### config.mk
export PLATFORM = sky130hd
export DESIGN_NAME = inst_prefetch_queue
export DESIGN_NICKNAME = d
export VERILOG_FILES = /design/src/rtl/inst_prefetch_queue.sv
export SDC_FILE = /design/constraint.sdc
export NUM_CORES = 1
export LEC_CHECK = 0
export ABC_AREA = 1
export BUFFER_PORTS_ARGS = -buffer_cell sky130_fd_sc_hd__buf_2
export CAP_MARGIN = 10
export CORE_MARGIN = 2
export CORE_UTILIZATION = 58
export DETAILED_ROUTE_END_ITERATION = 7
export PLACE_DENSITY = 0.8
export SYNTH_ARGS = -nofsm -noshare
export SYNTH_HDL_FRONTEND = slang
export SYNTH_SLANG_ARGS = --single-unit
### constraint.sdc
create_clock -name clk -period 11.2 [get_ports clk]
set_input_delay 2.24 -clock clk [delete_from_list [all_inputs] [get_ports clk]]
set_output_delay 2.24 -clock clk [all_outputs]
set_load 0.01 [all_outputs]
### src/rtl/inst_prefetch_queue.sv
`default_nettype none
// ============================================================================
// Module   : inst_prefetch_queue
// Purpose  : Instruction fetch front-end. Owns the fetch PC, reads a
//            combinational ROM and buffers {inst, pc} pairs for decode.
// Revision : 1.0 - initial release
// ============================================================================
module inst_prefetch_queue #(
    parameter int                DEPTH    = 4,
    parameter int                ADDR_W   = 32,
    parameter int                INST_W   = 32,
    parameter logic [ADDR_W-1:0] RESET_PC = '0
) (
    input  logic                       clk,
    input  logic                       rst,
    output logic                       o_rom_ce,
    output logic [ADDR_W-1:0]          o_rom_addr,
    input  logic [INST_W-1:0]          i_rom_data,
    input  logic                       i_redirect,
    input  logic [ADDR_W-1:0]          i_redirect_pc,
    output logic                       o_inst_valid,
    output logic [INST_W-1:0]          o_inst,
    output logic [ADDR_W-1:0]          o_inst_pc,
    input  logic                       i_inst_ready,
    output logic [$clog2(DEPTH):0]     o_count
);

    localparam int                 c_ptr_w      = $clog2(DEPTH);
    localparam int                 c_cnt_w      = c_ptr_w + 1;
    localparam logic [c_cnt_w-1:0] c_depth      = c_cnt_w'(DEPTH);
    localparam logic [c_ptr_w-1:0] c_ptr_one    = c_ptr_w'(1);
    localparam logic [c_cnt_w-1:0] c_cnt_one    = c_cnt_w'(1);
    localparam logic [ADDR_W-1:0]  c_pc_step    = ADDR_W'(4);
    localparam logic [ADDR_W-1:0]  c_align_mask = ~ADDR_W'(3);

    logic                r_run;
    logic [ADDR_W-1:0]   r_fetch_pc;
    logic [c_cnt_w-1:0]  r_count;
    logic [c_ptr_w-1:0]  r_rd_ptr;
    logic [c_ptr_w-1:0]  r_wr_ptr;
    logic [INST_W-1:0]   r_mem_inst [DEPTH];
    logic [ADDR_W-1:0]   r_mem_pc   [DEPTH];

    logic                w_push;
    logic                w_pop;
    logic [ADDR_W-1:0]   w_redirect_pc;

    // Fetch enable depends only on registered state, so the ROM address
    // path never sees a combinational loop through decode's ready.
    assign o_rom_ce      = r_run && (r_count < c_depth);
    assign o_rom_addr    = r_fetch_pc;
    assign o_inst_valid  = (r_count != '0);
    assign o_inst        = r_mem_inst[r_rd_ptr];
    assign o_inst_pc     = r_mem_pc[r_rd_ptr];
    assign o_count       = r_count;

    assign w_push        = o_rom_ce && !i_redirect;
    assign w_pop         = o_inst_valid && i_inst_ready && !i_redirect;
    assign w_redirect_pc = i_redirect_pc & c_align_mask;

    always_ff @(posedge clk or posedge rst) begin
        if (rst) begin
            r_run <= 1'b0;
        end else begin
            r_run <= 1'b1;
        end
    end

    always_ff @(posedge clk or posedge rst) begin
        if (rst) begin
            r_fetch_pc <= RESET_PC;
        end else if (i_redirect) begin
            r_fetch_pc <= w_redirect_pc;
        end else if (w_push) begin
            r_fetch_pc <= r_fetch_pc + c_pc_step;
        end
    end

    // Redirect discards everything in flight, including this cycle's ROM word.
    always_ff @(posedge clk or posedge rst) begin
        if (rst) begin
            r_count  <= '0;
            r_rd_ptr <= '0;
            r_wr_ptr <= '0;
        end else if (i_redirect) begin
            r_count  <= '0;
            r_rd_ptr <= '0;
            r_wr_ptr <= '0;
        end else begin
            if (w_push) begin
                r_wr_ptr <= r_wr_ptr + c_ptr_one;
            end
            if (w_pop) begin
                r_rd_ptr <= r_rd_ptr + c_ptr_one;
            end
            if (w_push && !w_pop) begin
                r_count <= r_count + c_cnt_one;
            end else if (w_pop && !w_push) begin
                r_count <= r_count - c_cnt_one;
            end
        end
    end

    always_ff @(posedge clk or posedge rst) begin
        if (rst) begin
            for (int i = 0; i < DEPTH; i++) begin
                r_mem_inst[i] <= '0;
                r_mem_pc[i]   <= '0;
            end
        end else if (w_push) begin
            r_mem_inst[r_wr_ptr] <= i_rom_data;
            r_mem_pc[r_wr_ptr]   <= r_fetch_pc;
        end
    end

endmodule
`default_nettype wire

==> results of run 1 <==
-- report_power, final --
part / total (mW) / switching (mW) / internal [mW]
sequential: 1.68 / 0.246 / 1.44
combinational: 1.36 / 0.854 / 0.510
clock: 0.977 / 0.395 / 0.582
-- synthesized netlist by cell type --
cell type	number	area (um2)
nand4_1	1	6.26
buf_2	41	205
nor2_1	184	691
fa_1	1	20.0
dfrtp_1	286	7160
nand3_1	43	215
xor2_1	6	52.6
buf_1	2	7.51
ha_1	5	62.6
inv_2	3	11.3
o22ai_1	63	394
clkbuf_1	57	214
a31oi_1	2	12.5
inv_1	83	312
nor3_1	2	10.0
o211ai_1	5	37.5
nand3b_1	2	15.0
a21oi_1	6	30.0
conb_1	2	7.51
nand2_1	414	1550
o21ai_1	134	671
nor2_8	1	20.0
buf_4	4	30.0
o221ai_1	2	17.5
nand3_2	1	10.0
clkinv_1	2	7.51
nor2_2	1	6.26
nand2_2	6	37.5
o21ai_0	252	1260
-- per-layer routing --
metal  routed length, um  vias to the layer above  global-route usage
met3                2500                       71              0.0400
met1               14400                     5495               0.406
met5                   0                        -                   0
li1                    -                     5512                   -
met2               15100                      457               0.449
met4                1060                        0              0.0935
-- stage by stage --
| stage | utilization | hold slack (ps) | power [mW] |
|---|---|---|---|
| floorplan | - | 448 | 2.56 |
| global placement | 0.633 | 461 | 2.99 |
| detailed placement | 0.633 | 468 | 3.05 |
| CTS | 0.677 | 482 | 4.04 |
| global route | 0.677 | 503 | 4.32 |
| finish | 0.677 | 479 | 4.03 |
-- registers in the layout, summed over array words and instances, names as in the netlist --
signal      count
r_run           1
o_rom_addr     30
r_mem_pc      120
o_count         3
r_mem_inst    128
r_rd_ptr        2
r_wr_ptr        2
-- final cells by class --
cell class | count | area share
inverters | 88 | 0.0228
flip-flops and latches | 286 | 0.482
well taps | 280 | 0.0236
multi-input cells | 1136 | 0.347
clock buffers | 43 | 0.0586
repair buffers | 172 | 0.0596
clock inverters | 10 | 0.00690
-- critical path: stages, from the launching register on --
cell      delay, ps
dfrtp_4         620
clkinv_2        570
buf_4           710
o21ai_0         160
o22ai_1         300
buf_2           200
-- logic make-up after synthesis --
| kind of cell | after synthesis | share of synthesized area |
|---|---|---|
| AO/OA/AOI/OAI | 464 | 0.185 |
| XOR/XNOR | 6 | 0.00402 |
| adder cells (fa/ha/maj) | 6 | 0.00632 |
| buffers and inverters | 192 | 0.0602 |
| flip-flops | 286 | 0.547 |
| other | 2 | 0.000574 |
| AND/OR/NAND/NOR | 655 | 0.196 |
-- worst paths after layout --
| kind | start | endpoint | slack (ps) | cells after the start |
|---|---|---|---|---|
| worst min-delay path | r_mem_inst[51] | r_mem_inst[51] | 480 | 2 |
| max in group asynchronous | rst | r_rd_ptr[0] | 7720 | 3 |
| min in group asynchronous | rst | r_mem_inst[25] | 1870 | 2 |
| worst max register to register | o_count[2] | r_mem_pc[15] | 8650 | 7 |
| worst max-delay path | r_rd_ptr[0] | o_inst_pc[17] | 5820 | 5 |
| worst min register to register | r_mem_inst[51] | r_mem_inst[51] | 480 | 2 |
==> reports/summary.md, run 1 <==
In the routed layout, each cell is associated on average with a via count of 5.72. Setup repair after global routing left no endpoint under its margin. The leakage power total was 7.36 nW; the number of buffers inserted by post-CTS setup repair was 0. Share of the clock period used by the worst path: 0.480. The run finished with clean final reports. The filler cells instantiated in the layout total 1792. DRC violations left: 0.

The share of layout cells above drive strength 1 is 0.135. Via count of the first global-routing pass: 11000. Row generation in the floorplan step produced 54 rows. The wire length per cell after detailed routing is 16.4 um.

The tools report the final hold violation count as 0. The tool flagged a number of max-cap violations equal to 0. The multi-input combinational cells in the finished layout cover a total of 5160 um2. For this run, the number of Yosys warnings is 0. For the maximum clock insertion buffer count, the log shows 3.

The routed layout has 11500 vias. For the final weighted congestion in routability-driven placement, the log shows 0.930. Capturing element type of the critical path: an output pin.

The layout net count was 1788; the count of buffers from port buffering was 162. The logs give 5 for the iteration count of the initial detailed-routing pass and 55.2 mm for the global-route wire length before repair. At the placement stage, the worst setup path has a slack of 6410 ps. The die covers 23800 um2. Entering global routing, the biggest net connects 143 pins. Total global routing overflow: 0. For the smallest setup slack after layout, the log shows 5820 ps. Setup violations remaining at the end of the flow were counted as 0. After synthesis the netlist holds a flip-flop and latch count of 286. In this run the worst hold path is classified as register to register. The run gives 186 MHz as the maximum clock rate. The mapped netlist covers 13100 um2.

The pin slew with the least headroom to its limit came out at 1080 ps. The total placed instance area was 13900 um2; the x dimension of the die was 154 um. The clock slew seen by the registers of the worst setup and hold paths came out at 60 ps. In this run the standard cell core region covers 22000 um2.

The number of antenna violations at the first check in global routing was 0; the final max-slew violation count was 0. For this design, the sink count on the clock tree is 286. The cell total after placement came out at 1962. The library cell used most frequently in the layout, excluding fill and tap cells, is nand2_1. Compared with the post-synthesis result, the final layout area differs by 13.8%. Data on the critical path is required at its endpoint by 8960 ps. The logs give 19.8 mm for the HPWL after detailed placement and 3140 ps for the arrival time at the worst endpoint. After detailed routing, the total wire length is 33.1 mm.

After clock tree synthesis, the flow added hold-fix buffers numbering 0. The number of diodes came out at 0. Clock root buffer: clkbuf_16. TritonCTS built the clock tree. Across the whole layout, storage elements account for 7160 um2. The cell count after synthesis came out at 1611. The clock reaches the later pin of the worst-skew pair after 540 ps. After the first detailed-routing iteration, the DRC count stood at 1017. All-layer global routing usage: 0.283.

The worst-case IR drop observed on VDD is 135 uV. The element type at the critical path start was a register. The run gives 0 as the number of routed nets with antenna violations.

The run gives 0.282 as the worst slew margin relative to its limit. The power per cell area came out at 271 nW/um2. The deepest level of the CTS H-tree was 1; the final cell area excluding filler cells was 14900 um2. The top cell types in the final layout, fill and taps aside, are nand2_1 (414), dfrtp_1 (284), o21ai_0 (252), nor2_1 (184), buf_2 (162).

The starting utilization of the core area is 0.595. Excluding fillers, the count of instances in the completed layout stands at 2015. For the final sum of negative setup slack, the log shows 0 ps. The tools report the number of resized instances in the post-cts repair step as 0. The worst setup path is of the register to output pin kind. The die is 154 um tall. The top-level port count is 169.

The post-synthesis cell type count was 29; the TritonCTS buffer count was 30. The post-synthesis average cell area was 8.12 um2; the largest clock skew in the final design was 8.76 ps. The proportion of synthesized chip area in sequential cells is 0.547. Minimum period implied by the final worst setup slack: 5380 ps. The highest net fanout along the worst path came out at 71.
No activity file was read; power rests on OpenSTA's default activity.
==> inputs of run 2 (changes only) <==
==> constraint.sdc (replaced) <==
create_clock -name clk -period 5.2 [get_ports clk]
set_input_delay 1.04 -clock clk [delete_from_list [all_inputs] [get_ports clk]]
set_output_delay 1.04 -clock clk [all_outputs]
set_load 0.01 [all_outputs]
==> reports/summary.md, run 2 (same netlist as run 1, synthesis figures left out) <==
The worst ir drop on vdd came out at 301 uV (was 135 uV). The tools report the clock root buffer as clkbuf_16 (unchanged). The share of layout cells above drive strength 1 came out at 0.138 (was 0.135). The logs give 286 (unchanged) for the total number of clock tree sinks and 33.0 mm (was 33.1 mm) for the detailed-route wire length.

The arrival time at the worst endpoint came out at 3160 ps (was 3140 ps). TritonCTS built the clock tree. The final hold violation count is 0 (unchanged).

The total placed instance area was 13900 um2 (about the same). The tools report the final sum of negative setup slack as 0 ps (unchanged). Power per cell area: 578 nW/um2 (was 271 nW/um2). The highest net fanout along the worst path was 64 (was 71); the final cell area excluding filler cells was 14900 um2 (about the same). The area added between synthesis and finish works out to 13.8% (about the same). The count of buffers from port buffering is 162 (unchanged), and the core utilization of the finished layout is 0.677 (about the same).

The number of standard-cell rows in the floorplan is 54 (unchanged), and the number of buffers inserted by post-CTS setup repair is 0 (unchanged). The run gives 0 (unchanged) as the hold buffer count at CTS. Element type at the critical path start: a register (unchanged). The logs give 10900 (was 11000) for the via count of the first global-routing pass and 5 (unchanged) for the iteration count of the initial detailed-routing pass. The total design power was 8.60 mW (was 4.03 mW). The number of buffers and inverters on the critical path works out to 3 (unchanged). Die footprint: 23800 um2 (unchanged).

The vertical die dimension came out at 154 um (unchanged). The DRC violations left is 0 (unchanged). For the number of routed nets with antenna violations, the log shows 0 (unchanged). The all-layer global routing usage is 0.281 (was 0.283), and the wire length per cell after detailed routing is 16.4 um (about the same). For the number of DRC markers after the initial detailed-route iteration, the log shows 1079 (was 1017).

The final max-slew violation count was 0 (unchanged). The number of flip-flops under the largest register name works out to 128 (unchanged). The TritonCTS buffer count is 29 (was 30), and the number of vias per cell after detailed routing is 5.72 (about the same).

The run gives 4160 ps (was 8960 ps) as the data required time of the critical path. The delay of the slowest cell on the worst path came out at 850 ps (was 710 ps). The flow ran to the end, and the final reports show no timing, DRC or antenna violations. The leakage power total is 7.36 nW (about the same). Kind of cell adding the most delay to the critical path: buffers and inverters (unchanged). The top register by number of flip-flops is r_mem_inst (unchanged).

The maximum clock insertion buffer count is 3 (unchanged), and the clock slew seen by the registers of the worst setup and hold paths is 60 ps (about the same). The logs give 0.377 (was 0.282) for the worst slew margin relative to its limit and 0 (unchanged) for the total global routing overflow. The tools report the largest net degree at the start of global routing as 170 (was 143). Kind of critical path: register to output pin (unchanged). Slowest stage cell on the critical path: dfrtp_4 (was buf_4). The commonest non-fill, non-tap cell in the layout is nand2_1 (unchanged). The share of the clock period used by the worst path works out to 0.807.

Critical-path cell list: clkinv_2, buf_4, o21ai_0, o22ai_1, buf_2 (unchanged). For the top-level port count, the log shows 169 (unchanged). The logs give 14.1 ps (was 8.76 ps) for the largest clock skew in the final design and 0.595 (unchanged) for the starting utilization of the core area. The logs give 1 (unchanged) for the deepest level of the CTS H-tree and 0 (unchanged) for the number of antenna violations at the first check in global routing. The final weighted congestion in routability-driven placement is 0.929 (was 0.930). Layout net count: 1789 (was 1788).

The capturing element type of the critical path was an output pin (unchanged). Setup repair after global routing left no endpoint under its margin. X dimension of the die: 154 um (unchanged). The pin slew with the least headroom to its limit was 935 ps (was 1080 ps). The final worst hold slack is 480 ps (was 479 ps). The count of filler cells inserted in the layout was 1802 (was 1792); the count of endpoints failing setup in the final report was 0 (unchanged).

The global-route wire length before repair came out at 55.1 mm (was 55.2 mm). The run gives 22000 um2 (unchanged) as the core area. The minimum period implied by the final worst setup slack is 4200 ps.

The number of violations of the max-capacitance limit is 0 (unchanged). The HPWL after detailed placement came out at 20.3 mm (was 19.8 mm). Highest-count cells in the layout ignoring fill and taps: nand2_1 (414), dfrtp_1 (284), o21ai_0 (252), nor2_1 (184), buf_2 (162) (unchanged).

The worst min-delay path class was register to register (unchanged). The logs give 550 ps (was 540 ps) for the clock latency reported for the late side of the worst-skew pair and 0 (unchanged) for the number of diodes. For the number of resized instances in the post-cts repair step, the log shows 0 (unchanged).

For this run, the top clock speed supported by timing is 238 MHz. The run gives 11500 (about the same) as the total via count after detailed routing.
run 2: changes by cell type in the layout (fill, tap and decap cells not counted), sizes merged:
cell	previous run	this run
bufinv	2	0
buf	172	174
clkinv	8	9
clkbuf	43	45
run 2: cell type report:
class                           instances  area (um2)  area share
Sequential cell                       286        7160       0.481
Multi-Input combinational cell       1136        5160       0.347
Timing Repair Buffer                  174         926      0.0622
Clock buffer                           45         886      0.0596
Tap cell                              280         350      0.0236
Inverter                               88         335      0.0225
Clock inverter                          9        52.6     0.00353
run 2: worst paths after layout:
check,slack [ps],from,cells past startpoint,to
min in group asynchronous,700,rst,3,r_mem_inst[121]
setup / recovery,1000,r_rd_ptr[0],5,o_inst[2]
max in group asynchronous,3720,rst,3,r_rd_ptr[0]
setup reg to reg,2580,o_count[2],7,r_mem_pc[22]
hold / removal,480,r_mem_inst[48],2,r_mem_inst[48]
hold reg to reg,480,r_mem_inst[48],2,r_mem_inst[48]
run 2: worst reg2reg max path, cell delays in order, from the launching register on:
cell     delay, ps
dfrtp_1        400
inv_2          100
nand2_2        140
nor2_8         430
nand2_4        580
buf_4          610
nand2_1        160
o21ai_1         70
run 2: per-stage QoR:
step,std cells,setup slack [ps]
2_1_floorplan,1614,369
3_3_place_gp,1964,1630
3_5_place_dp,1964,1620
4_1_cts,2018,1040
5_1_grt,2018,816
6_report,2018,1000
run 2: where the power goes:
| group | total (mW) | internal [mW] | switching (mW) |
|---|---|---|---|
| Sequential | 3.66 | 3.10 | 0.561 |
| Clock | 2.02 | 1.17 | 0.852 |
| Combinational | 2.92 | 1.11 | 1.81 |
| Total | 8.60 | 5.37 | 3.23 |
run 2: routing by layer:
layer | GRT usage | wire [um] | vias to the layer above
met5 | 0 | 0 | -
met2 | 0.454 | 15600 | 442
met1 | 0.407 | 14400 | 5518
li1 | - | - | 5528
met4 | 0.0797 | 729 | 0
met3 | 0.0338 | 2260 | 48
